<file path="src/rtl/fifo_stream_buffer.sv">
// Single-clock FIFO: DEPTH-1 entry array plus a registered first-word-fall-through output stage.
// Optional per-entry even parity is enabled with the FIFO_PARITY_EN macro.
module fifo_stream_buffer #(
    parameter  int DATA_WIDTH   = 32,
    parameter  int DEPTH        = 8,
    parameter  int AF_THRESHOLD = DEPTH - 2,
    parameter  int AE_THRESHOLD = 2,
    localparam int CNT_W        = $clog2(DEPTH + 1),
    localparam int PTR_W        = (DEPTH > 2) ? $clog2(DEPTH - 1) : 1
) (
    input  logic                  clk_in,
    input  logic                  areset,
    input  logic                  flush,
    input  logic                  wr_valid,
    output logic                  wr_ready,
    input  logic [DATA_WIDTH-1:0] wr_data,
    output logic                  rd_valid,
    input  logic                  rd_ready,
    output logic [DATA_WIDTH-1:0] rd_data,
    output logic [CNT_W-1:0]      count,
    output logic                  almost_full,
    output logic                  almost_empty,
    output logic                  overflow,
    output logic                  rd_parity_err
);

`ifdef FIFO_PARITY_EN
    localparam int ENTRY_W = DATA_WIDTH + 1;
`else
    localparam int ENTRY_W = DATA_WIDTH;
`endif

    localparam logic [CNT_W-1:0] DEPTH_C = CNT_W'(DEPTH);
    localparam logic [CNT_W-1:0] AF_C    = CNT_W'(AF_THRESHOLD);
    localparam logic [CNT_W-1:0] AE_C    = CNT_W'(AE_THRESHOLD);

    logic [ENTRY_W-1:0] mem_q [0:DEPTH-2];

    logic [PTR_W-1:0]   wr_ptr_q, wr_ptr_d, rd_ptr_q, rd_ptr_d;
    logic [CNT_W-1:0]   count_q, count_d;
    logic               valid_q, valid_d;
    logic [ENTRY_W-1:0] stage_q, stage_d;
    logic               wr_ready_q, af_q, ae_q, overflow_q;
    logic               wr_acc, rd_acc, stage_open, arr_nonempty, mem_we;
    logic [ENTRY_W-1:0] wr_entry;

    function automatic logic [PTR_W-1:0] ptr_inc(input logic [PTR_W-1:0] p);
        return (p == PTR_W'(DEPTH - 2)) ? '0 : p + 1'b1;
    endfunction

`ifdef FIFO_PARITY_EN
    assign wr_entry = {^wr_data, wr_data};
`else
    assign wr_entry = wr_data;
`endif

    assign wr_acc       = wr_valid && wr_ready_q;
    assign rd_acc       = valid_q && rd_ready;
    assign stage_open   = !valid_q || rd_acc;
    // The array holds whatever the output stage does not.
    assign arr_nonempty = count_q > CNT_W'(valid_q);

    always_comb begin
        wr_ptr_d = wr_ptr_q;
        rd_ptr_d = rd_ptr_q;
        valid_d  = valid_q;
        stage_d  = stage_q;
        mem_we   = 1'b0;
        count_d  = count_q + CNT_W'(wr_acc) - CNT_W'(rd_acc);
        if (flush) begin
            wr_ptr_d = '0;
            rd_ptr_d = '0;
            valid_d  = 1'b0;
            stage_d  = '0;
            count_d  = '0;
        end else if (stage_open) begin
            if (arr_nonempty) begin
                stage_d  = mem_q[rd_ptr_q];
                valid_d  = 1'b1;
                rd_ptr_d = ptr_inc(rd_ptr_q);
                mem_we   = wr_acc;
            end else if (wr_acc) begin
                stage_d = wr_entry;
                valid_d = 1'b1;
            end else begin
                stage_d = '0;
                valid_d = 1'b0;
            end
        end else begin
            mem_we = wr_acc;
        end
        if (mem_we) begin
            wr_ptr_d = ptr_inc(wr_ptr_q);
        end
    end

    always_ff @(posedge clk_in or posedge areset) begin
        if (areset) begin
            wr_ptr_q   <= '0;
            rd_ptr_q   <= '0;
            count_q    <= '0;
            valid_q    <= 1'b0;
            stage_q    <= '0;
            wr_ready_q <= 1'b0;
            af_q       <= 1'b0;
            ae_q       <= 1'b1;
            overflow_q <= 1'b0;
        end else begin
            wr_ptr_q   <= wr_ptr_d;
            rd_ptr_q   <= rd_ptr_d;
            count_q    <= count_d;
            valid_q    <= valid_d;
            stage_q    <= stage_d;
            wr_ready_q <= count_d < DEPTH_C;
            af_q       <= count_d >= AF_C;
            ae_q       <= count_d <= AE_C;
            overflow_q <= wr_valid && !wr_ready_q;
        end
    end

    // Storage contents are deliberately not reset.
    always_ff @(posedge clk_in) begin
        if (mem_we) begin
            mem_q[wr_ptr_q] <= wr_entry;
        end
    end

    assign wr_ready     = wr_ready_q;
    assign rd_valid     = valid_q;
    assign rd_data      = stage_q[DATA_WIDTH-1:0];
    assign count        = count_q;
    assign almost_full  = af_q;
    assign almost_empty = ae_q;
    assign overflow     = overflow_q;

`ifdef FIFO_PARITY_EN
    assign rd_parity_err = valid_q && (^stage_q);
`else
    assign rd_parity_err = 1'b0;
`endif

endmodule

</file>
<file path="config.mk">
export PLATFORM = sky130hd
export DESIGN_NAME = fifo_stream_buffer
export DESIGN_NICKNAME = d
export VERILOG_FILES = /design/src/rtl/fifo_stream_buffer.sv
export SDC_FILE = /design/constraint.sdc
export NUM_CORES = 1
export LEC_CHECK = 0
export CAP_MARGIN = 5
export CORE_ASPECT_RATIO = 0.9
export CORE_MARGIN = 4
export CORE_UTILIZATION = 34
export DETAILED_ROUTE_END_ITERATION = 12
export DONT_BUFFER_PORTS = 1
export MAX_ROUTING_LAYER = met4
export PLACE_DENSITY = 0.52
export SKIP_LAST_GASP = 1
export SLEW_MARGIN = 20
export SYNTH_ARGS = -nofsm -noshare
export SYNTH_HDL_FRONTEND = slang
export SYNTH_SLANG_ARGS = --single-unit
</file>
<file path="constraint.sdc">
create_clock -name clk_in -period 6.7 [get_ports clk_in]
set_input_delay 1.005 -clock clk_in [delete_from_list [all_inputs] [get_ports clk_in]]
set_output_delay 1.005 -clock clk_in [all_outputs]
set_load 0.01 [all_outputs]
</file>
==> implementation parameters, run 1 <==
Parameter                              Value

Run status
  Run status ... completed

Global routing
  Number of global-route vias before repair ... 5967
  First-pass GRT wire length ... 37.9 mm
  Overall overflow remaining after global route ... 0
  Overall Global Routing Usage ... 0.144
  Antenna violations before repair ... 0
  Pin count of the biggest net entering global routing ... 80

Yosys
  Net Count, Synth ... 696
  Total standard cell area after synthesis ... 11000 µm²
  Seq cells post-synth ... 271
  Post-synthesis cell count ... 651
  Post-synth EDFFs ... 224
  Total of warnings raised by yosys ... 0
  Number of distinct library cell variants in the gate-level netlist after synthesis ... 43
  Mean area per synthesized cell ... 16.9 µm²
  Predominant post-synthesis flop cell ... sky130_fd_sc_hd__edfxtp_1
  Share of the yosys chip area belonging to registers ... 0.718
  Post-synthesis async set-or-reset flop share ... 0.173

CTS
  Hold bufs inserted after CTS ... 0
  Root Driver ... sky130_fd_sc_hd__clkbuf_16
  Htree depth ... 1
  Resized Gates After CTS ... 0
  Clock sink total ... 271
  CTS max path bufs ... 3
  Number of buffers added for setup after CTS ... 0
  Num CTS Buffers ... 29
  TritonCTS clock tree ... done
  Clock insertion delay at the later pin of the skew report ... 0.54 ns
  Clock transition at path regs ... 0.06 ns

Floorplan
  Core Region ... 32000 µm²
  Number of core rows ... 62
  Initial core utilization ... 0.345
  Die outline height ... 179 µm
  X dimension of the die ... 198 µm
  Die Outline Area ... 35300 µm²
  Number of ports placed on the die boundary ... 79

Hold path
  Min-delay worst type ... in -> reg

Critical path
  Crit path launch type ... register
  Crit path DAT ... 3.68 ns
  Biggest fanout along the worst timing path ... 21
  Crit path kind ... reg -> reg
  Critical path's largest stage delay ... 0.96 ns
  Sequence of cells on the critical path ... ha_1 > a22oi_2 > o21a_1 > o21ai_0 > nor3_2 > buf_4
  Count of buffer and inverter cells on the critical path ... 1
  Data required time at the worst endpoint ... 6.90 ns
  Cell family with the largest share of critical-path delay ... simple AND/OR/NAND/NOR gates
  Slowest cell on the critical path ... sky130_fd_sc_hd__nor3_2
  Capturing element type of the critical path ... register

Detailed routing
  Initial DRC count ... 360
  Wl on met1 ... 10.5 mm
  Met2 WL ... 12.4 mm
  Met3 wire length ... 1.44 mm
  Total via count after detailed routing ... 5700
  Via/cell ratio ... 5.21
  Antenna Nets Post-Route ... 0
  DRC violation count after routing ... 0
  Highest layer used for signal routing ... met4
  Detailed-route wire length ... 24.8 mm
  Iteration count of the initial detailed-routing pass ... 5
  Final routed wire length divided by cell count ... 22.6 µm

Timing
  Final critical-path required period ... 3.48 ns
  RSZ-0062 raised after global routing ... no
  F_max ... 288 MHz
  Slew at the pin closest to its max-slew limit ... 1.08 ns
  Final-layout worst hold slack ... 0.523 ns
  Sum Neg Setup Slack ... 0 ns
  Normalized max-slew margin ... 0.277
  Max Transition Viols Final ... 0
  Number of endpoints failing setup at the final stage ... 0
  Final Hold Viols ... 0
  Final period utilization ... 0.519
  Clock skew ... 0.00792 ns

Place
  Gp weighted congestion ... 0.807
  DPL Wire Length ... 14.6 mm
  Count of input and output buffers ... 0

Final layout
  Count of fill cells added during filler insertion ... 2921
  Diode insertion count for antenna repair ... 0
  Proportion of layout cells with a drive suffix above 1 ... 0.156
  Final net count ... 701
  Commonest non-fill, non-tap cell in the layout ... sky130_fd_sc_hd__edfxtp_1
  Most frequent cells in the layout ... sky130_fd_sc_hd__edfxtp_1 (224), sky130_fd_sc_hd__mux2i_1 (65), sky130_fd_sc_hd__dfrtp_1 (44)
  Area added between synthesis and finish ... 13.3%

Power and ir drop
  Ratio of total power to cell area ... 383 nW/µm²
  VDD IR max ... 0.173 mV
  Static leakage ... 4.04 nW

Flow run
  Max_cap viols ... 0
==> flip-flops by register name (all words and copies together), names as in the netlist <==
| name | cells |
|---|---|
| almost_empty | 1 |
| almost_full | 1 |
| count | 4 |
| mem_q | 224 |
| overflow | 1 |
| rd_data | 32 |
| rd_ptr_q | 3 |
| rd_valid | 1 |
| wr_ptr_q | 3 |
| wr_ready | 1 |
==> worst reg2reg max path, delay by kind of cell, from the launching register on <==
family	cells	cell delay, ns
AO/OA/AOI/OAI	3	0.91
adder cells (fa/ha/maj)	1	0.34
buffers and inverters	1	0.48
flip-flops	1	0.45
AND/OR/NAND/NOR	1	0.96
==> layout make-up <==
class | count | area [µm²] | area share
Timing Repair Buffer | 17 | 228 | 0.0183
Sequential cell | 271 | 7910 | 0.634
Tap cell | 416 | 520 | 0.0417
Clock inverter | 13 | 110 | 0.00882
Clock buffer | 41 | 821 | 0.0658
Inverter | 11 | 41.3 | 0.00331
Multi-Input combinational cell | 326 | 2850 | 0.228
==> report_power, final <==
group	switching (mW)	total (mW)	internal, mW
registers	0.267	2.28	2.02
logic	0.516	0.959	0.444
clock network	0.637	1.53	0.895
total	1.42	4.78	3.36
==> cells by family (layout without fill, tap and decap cells) <==
| group | after synthesis | count (layout) | synth area share |
|---|---|---|---|
| flip-flops | 271 | 271 | 0.718 |
| AO/OA/AOI/OAI | 152 | 152 | 0.107 |
| multiplexers | 97 | 97 | 0.0986 |
| AND/OR/NAND/NOR | 67 | 67 | 0.0353 |
| buffers and inverters | 54 | 82 | 0.0302 |
| adder cells (fa/ha/maj) | 8 | 8 | 0.00977 |
| other | 1 | 1 | 0.000341 |
| XOR/XNOR | 1 | 1 | 0.000795 |
==> stage by stage <==
| stage | utilization | instance area (µm²) | power, mW | setup slack, ns | instances |
|---|---|---|---|---|---|
| 6_report | 0.390 | 12500 | 4.78 | 3.22 | 1095 |
| 5_1_grt | 0.390 | 12500 | 5.03 | 3.00 | 1095 |
| 4_1_cts | 0.390 | 12500 | 4.85 | 3.18 | 1095 |
| 3_5_place_dp | 0.361 | 11500 | 3.30 | 3.17 | 1041 |
| 3_3_place_gp | 0.357 | 11400 | 3.23 | 3.28 | 1036 |
| 2_1_floorplan | - | 11000 | 3.01 | 1.59 | 651 |
==> synth_stat cells (all sizes together) (2+ instances only) <==
master | instances | share of area
edfxtp | 224 | 0.61
mux2i | 65 | 0.059
dfrtp | 46 | 0.10
a21oi | 37 | 0.017
nand2b | 36 | 0.020
o211ai | 35 | 0.024
a221o | 32 | 0.029
mux2 | 32 | 0.040
o22a | 32 | 0.025
buf | 31 | 0.022
clkbuf | 12 | 0.0041
inv | 11 | 0.0037
nor2 | 9 | 0.0031
ha | 7 | 0.0080
nand2 | 7 | 0.0024
nor3 | 5 | 0.0023
nor2b | 4 | 0.0023
nor4 | 2 | 0.0025
o2111ai | 2 | 0.0016
o21ai | 2 | 0.00091
o311ai | 2 | 0.0016
o41ai | 2 | 0.0016
or2 | 2 | 0.0011
==> path summary, 6_finish.rpt <==
check                                          endpoint                  from  cells after the start  slack [ns]
worst max-delay path             mem_q[3][19]$_DFFE_PP_  rd_valid$_DFFE_PP0P_                      6        3.22
worst min-delay path            rd_ptr_q[0]$_DFFE_PP0P_                 flush                      1        0.52
worst max register to register   mem_q[3][19]$_DFFE_PP_  rd_valid$_DFFE_PP0P_                      6        3.22
worst min register to register       overflow$_DFF_PP0_    wr_ready$_DFF_PP0_                      1        0.54
max in group asynchronous       rd_ptr_q[0]$_DFFE_PP0P_                areset                      2        5.58
min in group asynchronous            overflow$_DFF_PP0_                areset                      2        0.56
==> layer usage <==
metal | vias to the layer above | track usage
li1 | 2596 | -
met3 | 40 | 0.0297
met1 | 2925 | 0.184
met4 | 0 | 0.0284
met5 | - | -
met2 | 139 | 0.240
(Power assumes the default switching activity.)
==> inputs of run 2 (changes only) <==
PLACE_DENSITY = 0.54   (was 0.52)
clock period = 3.15 ns   (was 6.7 ns; I/O delays follow)
==> run 2 against run 1 <==
Effect of this change:
- final cell count up 0.91%
- worst setup slack worse by 2.6 ns
- via count shrank 0.56%
- largest power group unchanged
==> implementation parameters, run 2 (synthesis results as in run 1) <==
Parameter                              Value

Final layout
  Final net count ... 712
  Final core utilization ... 0.393
  Proportion of layout cells with a drive suffix above 1 ... 0.163
  Most frequent cells in the layout ... sky130_fd_sc_hd__edfxtp_1 (224), sky130_fd_sc_hd__mux2i_1 (65), sky130_fd_sc_hd__dfrtp_1 (44)
  Register bank with the most flops ... mem_q
  Diode insertion count for antenna repair ... 0
  Final instance count without filler cells ... 1105
  Commonest non-fill, non-tap cell in the layout ... sky130_fd_sc_hd__edfxtp_1
  Largest register FFs ... 224
  Area added between synthesis and finish ... 14.0%

Floorplan
  Number of core rows ... 62
  Initial core utilization ... 0.345
  Core Region ... 32000 µm²
  Die Outline Area ... 35300 µm²
  Die outline height ... 179 µm
  Number of ports placed on the die boundary ... 79
  X dimension of the die ... 198 µm

Critical path
  Data required time at the worst endpoint ... 3.36 ns
  Crit path kind ... reg -> reg
  Crit path DAT ... 2.72 ns
  Biggest fanout along the worst timing path ... 17
  Capturing element type of the critical path ... register
  Crit path launch type ... register

CTS
  Resized Gates After CTS ... 0
  Clock insertion delay at the later pin of the skew report ... 0.54 ns
  Clock transition at path regs ... 0.06 ns
  Root Driver ... sky130_fd_sc_hd__clkbuf_16
  Htree depth ... 1
  CTS max path bufs ... 3
  Num CTS Buffers ... 28
  Number of buffers added for setup after CTS ... 0
  TritonCTS clock tree ... done
  Clock sink total ... 271

Timing
  Final Hold Viols ... 0
  F_max ... 397 MHz
  Slew at the pin closest to its max-slew limit ... 0.840 ns
  Normalized max-slew margin ... 0.440
  Clock skew ... 0.0146 ns
  Final critical-path required period ... 2.52 ns
  Number of endpoints failing setup at the final stage ... 0
  Max Transition Viols Final ... 0
  Final worst setup slack ... 0.633 ns
  Final period utilization ... 0.799
  RSZ-0062 raised after global routing ... no

Power and ir drop
  Gate power share ... 0.203
  Sw power ... 2.96 mW
  Power Internal ... 7.12 mW
  Static leakage ... 4.07 nW
  Clock group share of total power ... 0.319
  Proportion of power drawn by flip-flops and latches ... 0.478
  VDD IR max ... 0.487 mV
  Ratio of total power to cell area ... 803 nW/µm²
  Switching Share ... 0.294

Place
  Gp weighted congestion ... 0.789
  Placed cells ... 1050
  Count of input and output buffers ... 0
  Pre-CTS setup slack ... 0.649 ns
  DPL Wire Length ... 16.1 mm

Run status
  Run status ... completed

Detailed routing
  Total via count after detailed routing ... 5668
  Initial DRC count ... 296
  DRC violation count after routing ... 0
  Final routed wire length divided by cell count ... 22.5 µm
  Detailed-route wire length ... 24.9 mm
  Via/cell ratio ... 5.13
  Iteration count of the initial detailed-routing pass ... 4
  Antenna Nets Post-Route ... 0

Global routing
  Overall overflow remaining after global route ... 0
  Overall Global Routing Usage ... 0.142
  Number of global-route vias before repair ... 6011
  Antenna violations before repair ... 0
  Pin count of the biggest net entering global routing ... 49
  First-pass GRT wire length ... 37.1 mm

Hold path
  Min-delay worst type ... in -> reg

Flow run
  Max_cap viols ... 0
[run 2: power groups by stage]
| stage | combinational [mW] | sequential (mW) | clock, mW |
|---|---|---|---|
| final | 2.05 | 4.82 | 3.21 |
| after global routing | 2.24 | 4.88 | 3.45 |
| after CTS | 2.08 | 4.84 | 3.31 |
| after detailed placement | 2.06 | 4.91 | 0 |
| after global placement | 2.03 | 4.90 | 0 |
| after floorplan | 1.75 | 4.66 | 0 |
[run 2: per-stage QoR]
stage	power, mW	hold WS [ns]	TNS [ns]	area, µm²
after floorplan	6.40	0.485	-13.44	11000
after global placement	6.93	0.453	0	11600
after detailed placement	6.97	0.454	0	11600
after CTS	10.2	0.000794	0	12500
after global routing	10.6	0.00226	0	12600
final	10.1	0.0230	0	12600
[run 2: repair_timing]
action | 4_1_cts | 5_1_grt
endpoints found under the setup margin | 0 | 0
hold buffers | 2 | 1
hold endpoints to repair | 26 | 1
[run 2: layout make-up]
class,instances,area (µm²)
Fill cell,2928,19400
Timing Repair Buffer,29,288
Clock inverter,10,82.6
Tap cell,416,520
Inverter,11,41.3
Clock buffer,42,835
Multi-Input combinational cell,326,2880
Sequential cell,271,7910
[run 2: per-layer routing]
layer	vias to the layer above	track usage	wire (µm)
met5	-	-	0
met4	0	0.0350	569
met3	44	0.0327	1260
met2	125	0.248	12700
met1	2888	0.167	10300
li1	2611	-	-
[run 2: worst max-delay path, cell delays in order (launching register included)]
cell and delay, ns:
sky130_fd_sc_hd__dfrtp_1 0.45, sky130_fd_sc_hd__ha_1 0.33, sky130_fd_sc_hd__a22oi_2 0.32, sky130_fd_sc_hd__o21a_1 0.27, sky130_fd_sc_hd__o211ai_1 0.27, sky130_fd_sc_hd__nor3_4 0.24
sky130_fd_sc_hd__buf_4 0.30
[run 2: final timing paths]
kind	from	end	slack [ns]	depth (start not counted)
setup / recovery	rd_valid$_DFFE_PP0P_	mem_q[4][1]$_DFFE_PP_	0.63	6
hold / removal	wr_data[13]	mem_q[3][13]$_DFFE_PP_	0.02	0
max in group asynchronous	areset	rd_data[26]$_DFFE_PP0P_	1.86	3
setup reg to reg	rd_valid$_DFFE_PP0P_	mem_q[4][1]$_DFFE_PP_	0.63	6
min in group asynchronous	areset	rd_data[6]$_DFFE_PP0P_	0.45	2
hold reg to reg	wr_ready$_DFF_PP0_	overflow$_DFF_PP0_	0.53	1
==> inputs of run 3 (changes only) <==
ABC_AREA = 1   (was default)
clock period = 2.3 ns   (was 3.15 ns; I/O delays follow)
==> run 3 against run 2 <==
Effect of this change:
- core utilization rose by 1.5 points
- critical path type unchanged
- largest power group unchanged
- critical path depth up 6
- clock skew is 0.0076 ns higher
- synthesized area is 9.1% higher
- sequential power grew 28%
- register-to-register slack worse by 0.46 ns
- clock power increased by 57%
- first-iteration DRC count up 70%
- critical endpoint is now almost_empty$_DFF_PP1_
- largest cell class unchanged
==> implementation parameters, run 3 <==
Parameter                              Value

Run status
  Run status ... completed

Yosys
  Total of warnings raised by yosys ... 0
  Portion of synthesized cell area occupied by the leading cell type ... 0.560
  Number of distinct library cell variants in the gate-level netlist after synthesis ... 26
  Post-synth EDFFs ... 224
  Leading post-synthesis cells by instance count ... sky130_fd_sc_hd__nand2_1 (665), sky130_fd_sc_hd__edfxtp_1 (224), sky130_fd_sc_hd__inv_1 (117)
  Post-synthesis cell count ... 1275
  Total standard cell area after synthesis ... 12000 µm²
  Net Count, Synth ... 1320
  Cell type contributing the most total cell area after synthesis ... sky130_fd_sc_hd__edfxtp_1
  Post-synthesis async set-or-reset flop share ... 0.173
  Seq cells post-synth ... 271
  Mean area per synthesized cell ... 9.42 µm²
  Most common cell in the synthesized netlist ... sky130_fd_sc_hd__nand2_1
  Biggest area contributors in the synthesized netlist ... sky130_fd_sc_hd__edfxtp_1 (56%), sky130_fd_sc_hd__nand2_1 (21%), sky130_fd_sc_hd__dfrtp_1 (9.6%)
  Share of the yosys chip area belonging to registers ... 0.658
  Predominant post-synthesis flop cell ... sky130_fd_sc_hd__edfxtp_1

CTS
  Number of buffers added for setup after CTS ... 0
  Resized Gates After CTS ... 0
  Num CTS Buffers ... 31
  TritonCTS clock tree ... done
  CTS max path bufs ... 3
  Root Driver ... sky130_fd_sc_hd__clkbuf_16
  Clock transition at path regs ... 0.06 ns
  Clock insertion delay at the later pin of the skew report ... 0.57 ns
  Clock sink total ... 271
  Htree depth ... 1

Place
  DPL Wire Length ... 17.5 mm
  Count of input and output buffers ... 0
  Gp weighted congestion ... 0.803
  DP Area ... 12900 µm²

Critical path
  Crit path launch type ... register
  Cell family with the largest share of critical-path delay ... adder cells
  Sequence of cells on the critical path ... buf_4 > nand2_1 > inv_1 > ha_1 > inv_1 > ha_1 > fa_1 > inv_1 > nor2_1 > a21oi_1 > nand2_1 > inv_1
  Count of buffer and inverter cells on the critical path ... 5
  Capturing element type of the critical path ... register
  Crit path kind ... reg -> reg
  Critical path's largest stage delay ... 0.55 ns
  Setup slack of the most critical reg-to-reg path ... 0.18 ns
  Most used cell, CP ... sky130_fd_sc_hd__inv_1
  Data required time at the worst endpoint ... 2.81 ns
  Slowest cell on the critical path ... sky130_fd_sc_hd__fa_1
  Biggest fanout along the worst timing path ... 3
  Crit path DAT ... 2.63 ns

Floorplan
  Initial core utilization ... 0.343
  Die Outline Area ... 38400 µm²
  Core Region ... 35000 µm²
  X dimension of the die ... 206 µm
  Die outline height ... 186 µm
  Number of ports placed on the die boundary ... 79
  Number of core rows ... 65

Global routing
  Overall overflow remaining after global route ... 0
  First-pass GRT wire length ... 48.0 mm
  Number of global-route vias before repair ... 8285
  Overall Global Routing Usage ... 0.163
  Pin count of the biggest net entering global routing ... 60
  Antenna violations before repair ... 0

Final layout
  Final non-filler cell area ... 14300 µm²
  Count of fill cells added during filler insertion ... 3427
  Area added between synthesis and finish ... 18.7%
  Most frequent cells in the layout ... sky130_fd_sc_hd__nand2_1 (664), sky130_fd_sc_hd__edfxtp_1 (224), sky130_fd_sc_hd__inv_1 (115)
  Storage element area ... 7910 µm²
  Diode insertion count for antenna repair ... 0
  Final net count ... 1363
  Commonest non-fill, non-tap cell in the layout ... sky130_fd_sc_hd__nand2_1
  Multi-input combinational cell area ... 3410 µm²
  Register bank with the most flops ... mem_q
  Largest register FFs ... 224
  Proportion of layout cells with a drive suffix above 1 ... 0.0804

Timing
  RSZ-0062 raised after global routing ... no
  Normalized max-slew margin ... 0.573
  Final critical-path required period ... 2.12 ns
  Max Transition Viols Final ... 0
  Final period utilization ... 0.923
  Final Hold Viols ... 0
  Slew at the pin closest to its max-slew limit ... 0.640 ns
  F_max ... 471 MHz
  Number of endpoints failing setup at the final stage ... 0
  Clock skew ... 0.0221 ns

Detailed routing
  Detailed-route wire length ... 30.3 mm
  Total via count after detailed routing ... 8326
  Antenna Nets Post-Route ... 0
  Iteration count of the initial detailed-routing pass ... 4
  Final routed wire length divided by cell count ... 16.7 µm
  Initial DRC count ... 503
  Via/cell ratio ... 4.59
  DRC violation count after routing ... 0

Hold path
  Min-delay worst type ... in -> reg

Power and ir drop
  VDD IR max ... 0.711 mV
  Static leakage ... 6.43 nW
  Final Power ... 16.9 mW
  Ratio of total power to cell area ... 1190 nW/µm²

Flow run
  Max_cap viols ... 0
-- run 3: final timing paths --
check                                          start                       to  cells after the start
max in group asynchronous                     areset   almost_empty$_DFF_PP1_                      3
min in group asynchronous                     areset  rd_data[23]$_DFFE_PP0P_                      2
worst min register to register    wr_ready$_DFF_PP0_       overflow$_DFF_PP0_                      1
worst max-delay path            rd_valid$_DFFE_PP0P_   almost_empty$_DFF_PP1_                     12
worst min-delay path                           flush  rd_ptr_q[1]$_DFFE_PP0P_                      3
worst max register to register  rd_valid$_DFFE_PP0P_   almost_empty$_DFF_PP1_                     12
-- run 3: stage by stage --
step	utilization	hold slack, ns	TNS, ns	instances	setup WS [ns]
floorplan	-	0.410	-18.53	1275	-0.311
detailed placement	0.368	0.352	0	1719	0.196
finish	0.408	0.0506	0	1812	0.177
global route	0.408	0.0461	0	1812	0.0408
global placement	0.368	0.350	0	1719	0.205
CTS	0.408	0.0199	0	1812	0.165
-- run 3: cell type report --
class                      count  area share
clock buffer                  35      0.0555
clock inverter                23      0.0176
inverter                     122      0.0321
multi-input combinational    819       0.239
sequential                   271       0.555
tap                          469      0.0412
timing repair buffer          73      0.0595
-- run 3: cells by family (layout without fill, tap and decap cells) --
| family | after synthesis | count (layout) | synth area share |
|---|---|---|---|
| AO/OA/AOI/OAI | 43 | 43 | 0.0181 |
| flip-flops | 271 | 271 | 0.658 |
| buffers and inverters | 185 | 253 | 0.0651 |
| other | 1 | 1 | 0.000312 |
| adder cells (fa/ha/maj) | 8 | 8 | 0.00896 |
| AND/OR/NAND/NOR | 767 | 767 | 0.249 |
-- run 3: where the power goes --
group          internal [mW]  switching, mW  total [mW]
Sequential              5.81          0.367        6.17
Clock                   3.03           2.02        5.05
Combinational           1.82           3.87        5.69
Total                   10.7           6.26        16.9
-- run 3: worst reg2reg max path, stage by stage, from the launching register on --
cell and delay, ns:
sky130_fd_sc_hd__dfrtp_1 0.38, sky130_fd_sc_hd__buf_4 0.16, sky130_fd_sc_hd__nand2_1 0.06, sky130_fd_sc_hd__inv_1 0.04, sky130_fd_sc_hd__ha_1 0.26, sky130_fd_sc_hd__inv_1 0.05
sky130_fd_sc_hd__ha_1 0.22, sky130_fd_sc_hd__fa_1 0.55, sky130_fd_sc_hd__inv_1 0.05, sky130_fd_sc_hd__nor2_1 0.11, sky130_fd_sc_hd__a21oi_1 0.08, sky130_fd_sc_hd__nand2_1 0.07
sky130_fd_sc_hd__inv_1 0.04
-- run 3: repair_timing --
item / CTS / global route
endpoints found under the setup margin: 0 / 0
hold endpoints to repair: 249 / 0
hold buffers: 35 / 0
-- run 3: layer usage --
metal  part of all wire  track usage  wire length, µm  up-vias
li1                   -            -                -     4136
met1               0.45        0.215            13700     3987
met2               0.48        0.264            14500      153
met3              0.051       0.0321             1550       50
met4              0.018       0.0299              550        0
met5                  0            -                0        -
